**src/rtl/to_upper.sv**
```systemverilog
// Single-stage pipelined ASCII case converter with per-byte flags and a
// saturating count of bytes altered by the conversion.
module to_upper #(
  parameter int unsigned CNT_W     = 16,
  parameter bit          PASS_HIGH = 1'b1
) (
  input  logic             clk,
  input  logic             rst_n,
  input  logic             in_valid,
  input  logic [7:0]       ascii_in,
  input  logic [1:0]       mode,
  input  logic             cnt_clear,
  output logic             out_valid,
  output logic [7:0]       ascii_out,
  output logic             out_is_alpha,
  output logic             out_changed,
  output logic [CNT_W-1:0] conv_count
);

  logic [7:0]       eff_byte;
  logic             is_upper;
  logic             is_lower;
  logic [7:0]       mapped;
  logic             changed;

  logic             valid_q, valid_d;
  logic [7:0]       out_q, out_d;
  logic             alpha_q, alpha_d;
  logic             changed_q, changed_d;
  logic [CNT_W-1:0] cnt_q, cnt_d;

  // With PASS_HIGH=0 bit 7 is stripped before classification and mapping.
  always_comb begin
    eff_byte = PASS_HIGH ? ascii_in : {1'b0, ascii_in[6:0]};
    is_upper = (eff_byte >= 8'h41) && (eff_byte <= 8'h5A);
    is_lower = (eff_byte >= 8'h61) && (eff_byte <= 8'h7A);
  end

  always_comb begin
    mapped = eff_byte;
    unique case (mode)
      2'b00: if (is_lower) mapped = eff_byte - 8'h20;
      2'b01: if (is_upper) mapped = eff_byte + 8'h20;
      2'b10: begin
        if (is_upper) begin
          mapped = eff_byte + 8'h20;
        end else if (is_lower) begin
          mapped = eff_byte - 8'h20;
        end
      end
      2'b11: mapped = eff_byte;
    endcase
    // Compared against the raw input so a stripped high byte counts as changed.
    changed = (mapped != ascii_in);
  end

  always_comb begin
    valid_d   = in_valid;
    out_d     = out_q;
    alpha_d   = alpha_q;
    changed_d = changed_q;
    cnt_d     = cnt_q;
    if (in_valid) begin
      out_d     = mapped;
      alpha_d   = is_upper | is_lower;
      changed_d = changed;
    end
    if (cnt_clear) begin
      cnt_d = '0;
    end else if (in_valid && changed && (cnt_q != {CNT_W{1'b1}})) begin
      cnt_d = cnt_q + CNT_W'(1);
    end
  end

  always_ff @(posedge clk or negedge rst_n) begin
    if (!rst_n) begin
      valid_q   <= 1'b0;
      out_q     <= 8'h00;
      alpha_q   <= 1'b0;
      changed_q <= 1'b0;
      cnt_q     <= '0;
    end else begin
      valid_q   <= valid_d;
      out_q     <= out_d;
      alpha_q   <= alpha_d;
      changed_q <= changed_d;
      cnt_q     <= cnt_d;
    end
  end

  assign out_valid    = valid_q;
  assign ascii_out    = out_q;
  assign out_is_alpha = alpha_q;
  assign out_changed  = changed_q;
  assign conv_count   = cnt_q;

endmodule

```
**config.mk**
```make
export PLATFORM = sky130hd
export DESIGN_NAME = to_upper
export DESIGN_NICKNAME = d
export VERILOG_FILES = /design/src/rtl/to_upper.sv
export SDC_FILE = /design/constraint.sdc
export NUM_CORES = 1
export LEC_CHECK = 0
export ABC_AREA = 0
export CORE_MARGIN = 2
export CORE_UTILIZATION = 43
export CTS_CLUSTER_DIAMETER = 100
export DETAILED_ROUTE_END_ITERATION = 8
export PLACE_DENSITY = 0.81
export SYNTH_ARGS = -nofsm -noshare
export SYNTH_HDL_FRONTEND = slang
export SYNTH_SLANG_ARGS = --single-unit
```
**constraint.sdc**
```tcl
create_clock -name clk -period 1.9 [get_ports clk]
set_input_delay 0.285 -clock clk [delete_from_list [all_inputs] [get_ports clk]]
set_output_delay 0.285 -clock clk [all_outputs]
set_load 0.03 [all_outputs]
```
==> out/results.txt, run 1 <==
Slew Limit Fails: 0
unrepaired setup endpoints after global routing: yes
crit-path max FO: 5
IR Drop Worst-Case VDD: 0.302 mV
largest net degree at the start of global routing: 28
Initial Util: 45.5%
post-synthesis adder-cell area fraction: 2.43%
TritonCTS Sinks: 27
worst-margin pin slew: 442 ps
reg2reg start: conv_count[0]$_DFFE_PN0P_
Crit Reg-Reg Endpoint: conv_count[13]$_DFFE_PN0P_
Nets: 272
Rel. slew slack: 70.2%
Place WS: -599 ps
Worst Clk Skew: 19.8 ps
Rows: 21
Area Overhead vs Synth: 64.2%
drt wl/cell: 17.0 um
#FFs+latches synth: 27
Post-Synth Simple-Gate Area: 26.8%
die width: 63.9 um
Syn Inst Count: 170
critical path class: flip-flop to flip-flop
mux share of post-synthesis cell area: 5.11%
dpl cell area: 0.00229 mm^2
syn_area_per_cell: 9.07 um^2
failing checks: negative setup slack
power consumption: 1.18 mW
IO Port Bufs: 40
most used cell, CP: buf_4
vias in the first global route: 1582
final setup fails: 3
Leakage Power: 1.12 nW
Slowest cell on crit path: or4b_1
crit-path max cell delay: 560 ps
share of layout cells above drive strength 1: 37.8%
Period minus WS final: 1970 ps
Core ar.: 0.00339 mm^2
drt total wl: 5110 um
Die Area: 0.00408 mm^2
initial antenna violation count: 1
I/O pin total: 41
clock slew at reported path FFs: 170 ps
chip height: 63.9 um
Setup WS post-layout: -72.7 ps
post-synthesis compound-gate area fraction: 17.3%
Worst setup EP type: flip-flop
CP cell instances: buf_4 > buf_4 > nand4_1 > or4b_1 > or3_1 > a21oi_2
CTS tree: built
DR DRC count: 0
first-pass GRT wire length: 7160 um
Final Hold Vio Count: 0
synth warn: 0
Mapped Area: 0.00154 mm^2
Routed Antenna Nets: 0
CTS H-tree lvls: 1
worst min-delay path category: input pin to async pin
power per cell area: 465 mW/mm^2
CP Data Arrival Time: 2280 ps
first-pass iteration count of the detailed router: 5
Final GP Congestion: 0.836
gr usage total: 22.0%
Distinct cells, synth: 41
Final Cell Area: 0.00253 mm^2
root buffer cell: clkbuf_4
CP Data Required Time: 2210 ps
max cap viols: 0
syn_nets: 187
status: finished, violations left
Setup TNS: -154 ps
fill count: 213
DP HPWL: 2910 um
Initial DRC Count: 173
CTS Buf Count: 3
Max clock buf depth: 2
register area share after synthesis: 43.8%
startpoint types: flip-flop
Via density: 5.82
Post-Synth XOR/XNOR Area: 0.568%
Max Clk Rate: 507 MHz
final worst-path cycle share: 104%
via count: 1751
R2R depth: 6
grt ovf: 0
flop2flop setup slack: -70 ps
clk_lat worst skew: 360 ps
Hold Slack: 269 ps
largest family of logic cells by synthesized area: simple AND/OR/NAND/NOR gates
-- state kept, by name, summed over array words and instances, names as in the netlist --
register and count:
conv_count 16, ascii_out 8, out_changed 1, out_is_alpha 1, out_valid 1
-- how the worst max path moves through the flow --
stage                                    startpoint                    endpoint  slack [ps]  cells past startpoint
after floorplan           conv_count[5]$_DFFE_PN0P_  conv_count[13]$_DFFE_PN0P_        -130                      5
after global placement                  ascii_in[5]   conv_count[4]$_DFFE_PN0P_        -510                      8
after detailed placement                ascii_in[6]   conv_count[1]$_DFFE_PN0P_        -600                      8
after CTS                 conv_count[5]$_DFFE_PN0P_  conv_count[13]$_DFFE_PN0P_         -30                      5
after global routing      conv_count[0]$_DFFE_PN0P_  conv_count[13]$_DFFE_PN0P_        -140                      6
final                     conv_count[0]$_DFFE_PN0P_  conv_count[13]$_DFFE_PN0P_         -70                      6
-- synthesized netlist by cell type --
cell / number / area share [%]
inv_1: 8 / 1.9
nand4_2: 1 / 0.81
or2_2: 1 / 0.41
a211oi_1: 1 / 0.49
or3_4: 1 / 0.73
a41oi_1: 1 / 0.57
or3_2: 1 / 0.49
clkbuf_2: 1 / 0.32
a21o_1: 2 / 0.97
and3_2: 1 / 0.49
or4b_1: 2 / 1.3
nor3_1: 5 / 1.6
ha_1: 3 / 2.4
a221oi_1: 1 / 0.57
clkbuf_1: 5 / 1.2
nand4_1: 6 / 2.4
o31ai_1: 1 / 0.49
or3b_2: 1 / 0.57
xor2_1: 1 / 0.57
nor3b_1: 1 / 0.49
or3_1: 11 / 4.5
o21ai_1: 1 / 0.32
nand2_1: 7 / 1.7
a31o_2: 1 / 0.57
nand3_1: 9 / 2.9
or4_1: 3 / 1.5
mux2_2: 7 / 5.1
o2bb2ai_1: 1 / 0.57
buf_2: 1 / 0.32
a21oi_1: 16 / 5.2
nor2_1: 9 / 2.2
and3_1: 3 / 1.2
o41ai_1: 1 / 0.57
nor4_1: 3 / 1.2
and4_2: 1 / 0.65
nor2b_1: 4 / 1.6
o21ai_0: 17 / 5.5
o21bai_1: 1 / 0.49
o211ai_1: 2 / 0.97
dfrtp_1: 27 / 44
buf_1: 1 / 0.24
-- layer usage --
metal,part of all wire (%),GRT usage [%],vias up
met3,5.5,2.11,12
met4,2.4,10.1,0
met2,51,36.1,88
li1,-,-,811
met5,0,0,-
met1,41,29.5,840
-- kinds of logic (layout without fill, tap and decap cells) --
group	Yosys count	in the layout
fa+ha+maj	3	3
other cells	0	1
compound gates	46	46
simple gates	70	70
xor+xnor	1	1
flops	27	27
buf+inv	16	100
mux	7	7
-- metrics by stage --
step | cells | util (%)
finish | 301 | 74.7
global route | 301 | 74.7
CTS | 295 | 70.4
detailed placement | 288 | 67.6
global placement | 288 | 67.6
floorplan | 170 | -
-- cell usage in the layout (no fill, tap or decap), types with 3 or more instances in the layout --
cell type,Yosys,layout
buf_4,0,44
clkdlybuf4s50_1,0,29
dfrtp_1,27,17
o21ai_0,17,13
a21oi_1,16,13
or3_1,11,10
dfrtp_2,0,10
nor2_1,9,9
dlymetal6s2s_1,0,9
inv_1,8,8
nand3_1,9,7
mux2_2,7,7
nand2_1,7,6
nand4_1,6,6
nor2b_1,4,4
nor3_1,5,4
a21oi_2,0,3
and3_1,3,3
nor4_1,3,3
clkbuf_4,0,3
buf_6,0,3
-- worst max-delay path: cells and delay by family, from the launching register on --
| family | cells | cell delay (ps) |
|---|---|---|
| AOI/OAI and AO/OA | 1 | 120 |
| buffers and inverters | 2 | 230 |
| DFF | 1 | 420 |
| and+or+nand+nor | 3 | 1160 |
-- what timing repair did --
item | in CTS | in global routing
setup endpoints to repair | 17 | 21
cloned | 1 | 0
buffers inserted | 2 | 5
hold buffers | 0 | 0
gates resized for setup | 13 | 28
pin swaps | 4 | 17
-- cell type report --
type | instances | area (um^2) | area share (%)
Inverter | 8 | 30.0 | 1.19
Timing Repair Buffer | 88 | 790 | 31.2
Sequential cell | 27 | 688 | 27.2
Tap cell | 46 | 57.6 | 2.27
Clock inverter | 1 | 8.76 | 0.346
Clock buffer | 3 | 22.5 | 0.889
Multi-Input combinational cell | 127 | 933 | 36.9
Antenna cell | 1 | 2.50 | 0.0988
-- power by group --
group / switching (mW) / leakage (nW) / internal [mW]
clock: 0.196 / 0.0183 / 0.0863
sequential: 0.0115 / 0.337 / 0.597
combinational: 0.157 / 0.765 / 0.130
total: 0.364 / 1.12 / 0.814
Note: power is estimated with default switching activity, not from simulation.
==> run 2, diff against run 1 <==
- PLACE_DENSITY: 0.81 -> 0.82
- SLEW_MARGIN: default -> 25
==> run 2 against run 1 <==
Against the previous run: via count about the same; combinational power increased by 2%; die area unchanged; the flow still finishes with violations (negative setup slack); worst hold slack improved by 4.3 ps; critical path type unchanged; highest routed layer unchanged.
==> out/results.txt, run 2 (synthesized netlist as in run 1, its figures left out) <==
gr usage total: 20.6%
worst-margin pin slew: 363 ps
Hold Slack: 273 ps
CP Data Required Time: 2180 ps
n_diodes: 0
unrepaired setup endpoints after global routing: yes
startpoint types: flip-flop
final worst-path cycle share: 105%
Final GP Congestion: 0.826
Setup WS post-layout: -95.1 ps
status: finished, violations left
via count: 1750
CTS tree: built
Max clock buf depth: 2
first-pass iteration count of the detailed router: 5
Routed Antenna Nets: 0
first-pass GRT wire length: 6710 um
crit-path max FO: 5
die width: 63.9 um
Initial DRC Count: 171
Die Area: 0.00408 mm^2
root buffer cell: clkbuf_4
critical path class: flip-flop to flip-flop
Final Hold Vio Count: 0
largest net degree at the start of global routing: 28
grt ovf: 0
Via density: 5.87
drt wl/cell: 16.8 um
TritonCTS Sinks: 27
vias in the first global route: 1480
Area Overhead vs Synth: 65.0%
clock slew at reported path FFs: 150 ps
most frequent cells in the layout: buf_4 (43), clkdlybuf4s50_1 (31), dfrtp_1 (17), o21ai_0 (16), a21oi_1 (13)
DR DRC count: 0
Rows: 21
CP Data Arrival Time: 2270 ps
failing checks: negative setup slack
IO Port Bufs: 40
Period minus WS final: 2000 ps
I/O pin total: 41
power per cell area: 455 mW/mm^2
drt total wl: 5000 um
DP HPWL: 2970 um
Core ar.: 0.00339 mm^2
Core Util, Final: 75.1%
CTS Buf Count: 3
number of flip-flops in the largest register: 16
Initial Util: 45.5%
max cap viols: 0
Worst setup EP type: flip-flop
clk_lat worst skew: 340 ps
Leakage Power: 1.08 nW
Worst Clk Skew: 2.42 ps
Slew Limit Fails: 0
initial antenna violation count: 0
chip height: 63.9 um
IR Drop Worst-Case VDD: 0.329 mV
final setup fails: 4
Nets: 270
CTS H-tree lvls: 1
Max Clk Rate: 501 MHz
Rel. slew slack: 75.8%
worst min-delay path category: input pin to flip-flop
most common cell after layout, fill and taps aside: buf_4
hold buffer count at cts: 0
share of layout cells above drive strength 1: 38.9%
run 2: power breakdown:
part	internal (mW)	total, mW	leakage [nW]	switching (mW)
sequential	0.597	0.609	0.337	0.0118
combinational	0.132	0.292	0.727	0.160
clock	0.0794	0.259	0.0177	0.179
run 2: path summary, 6_finish.rpt:
| check | startpoint | to | slack, ps | depth (start not counted) |
|---|---|---|---|---|
| setup / recovery | conv_count[0]$_DFFE_PN0P_ | conv_count[13]$_DFFE_PN0P_ | -100 | 5 |
| hold / removal | ascii_in[1] | ascii_out[1]$_DFFE_PN0P_ | 270 | 2 |
| setup reg to reg | conv_count[0]$_DFFE_PN0P_ | conv_count[13]$_DFFE_PN0P_ | -100 | 5 |
| hold reg to reg | ascii_out[6]$_DFFE_PN0P_ | ascii_out[6]$_DFFE_PN0P_ | 520 | 1 |
| max in group asynchronous | rst_n | conv_count[8]$_DFFE_PN0P_ | 1340 | 2 |
| min in group asynchronous | rst_n | ascii_out[1]$_DFFE_PN0P_ | 290 | 2 |
run 2: cell type report:
cell class                 count  area (um^2)
clock buffer                   3         22.5
clock inverter                 1         5.00
fill                         209          843
inverter                       8         30.0
multi-input combinational    128          978
sequential                    27          688
tap                           46         57.6
timing repair buffer          85          764
run 2: through the flow:
step                cell area (um^2)  setup TNS, ps  power [mW]  setup WS (ps)  cells
global placement                2280          -7960       0.873           -514    287
floorplan                       1570           -334       0.731           -130    170
finish                          2550           -177        1.16          -95.1    298
detailed placement              2280          -9270       0.879           -608    287
global route                    2550           -770        1.21           -189    298
CTS                             2370           -186        1.14          -64.0    295
run 2: critical path, stage by stage, from the launching register on:
cell	delay [ps]
dfrtp_2	420
buf_4	140
nand4_1	320
or4b_4	590
or3_1	320
a21oi_1	160
run 2: layer usage:
layer / vias to the layer above / track usage [%] / share of wire (%)
met1: 843 / 28.5 / 41
li1: 803 / - / -
met5: - / 0 / 0
met2: 87 / 34.5 / 51
met3: 17 / 1.58 / 6.4
met4: 0 / 5.71 / 2.2
run 2: timing repair:
action,CTS,global route
pin swaps,5,14
setup endpoints to repair,16,17
gates resized for setup,11,32
setup buffers,3,3
gates cloned,1,0
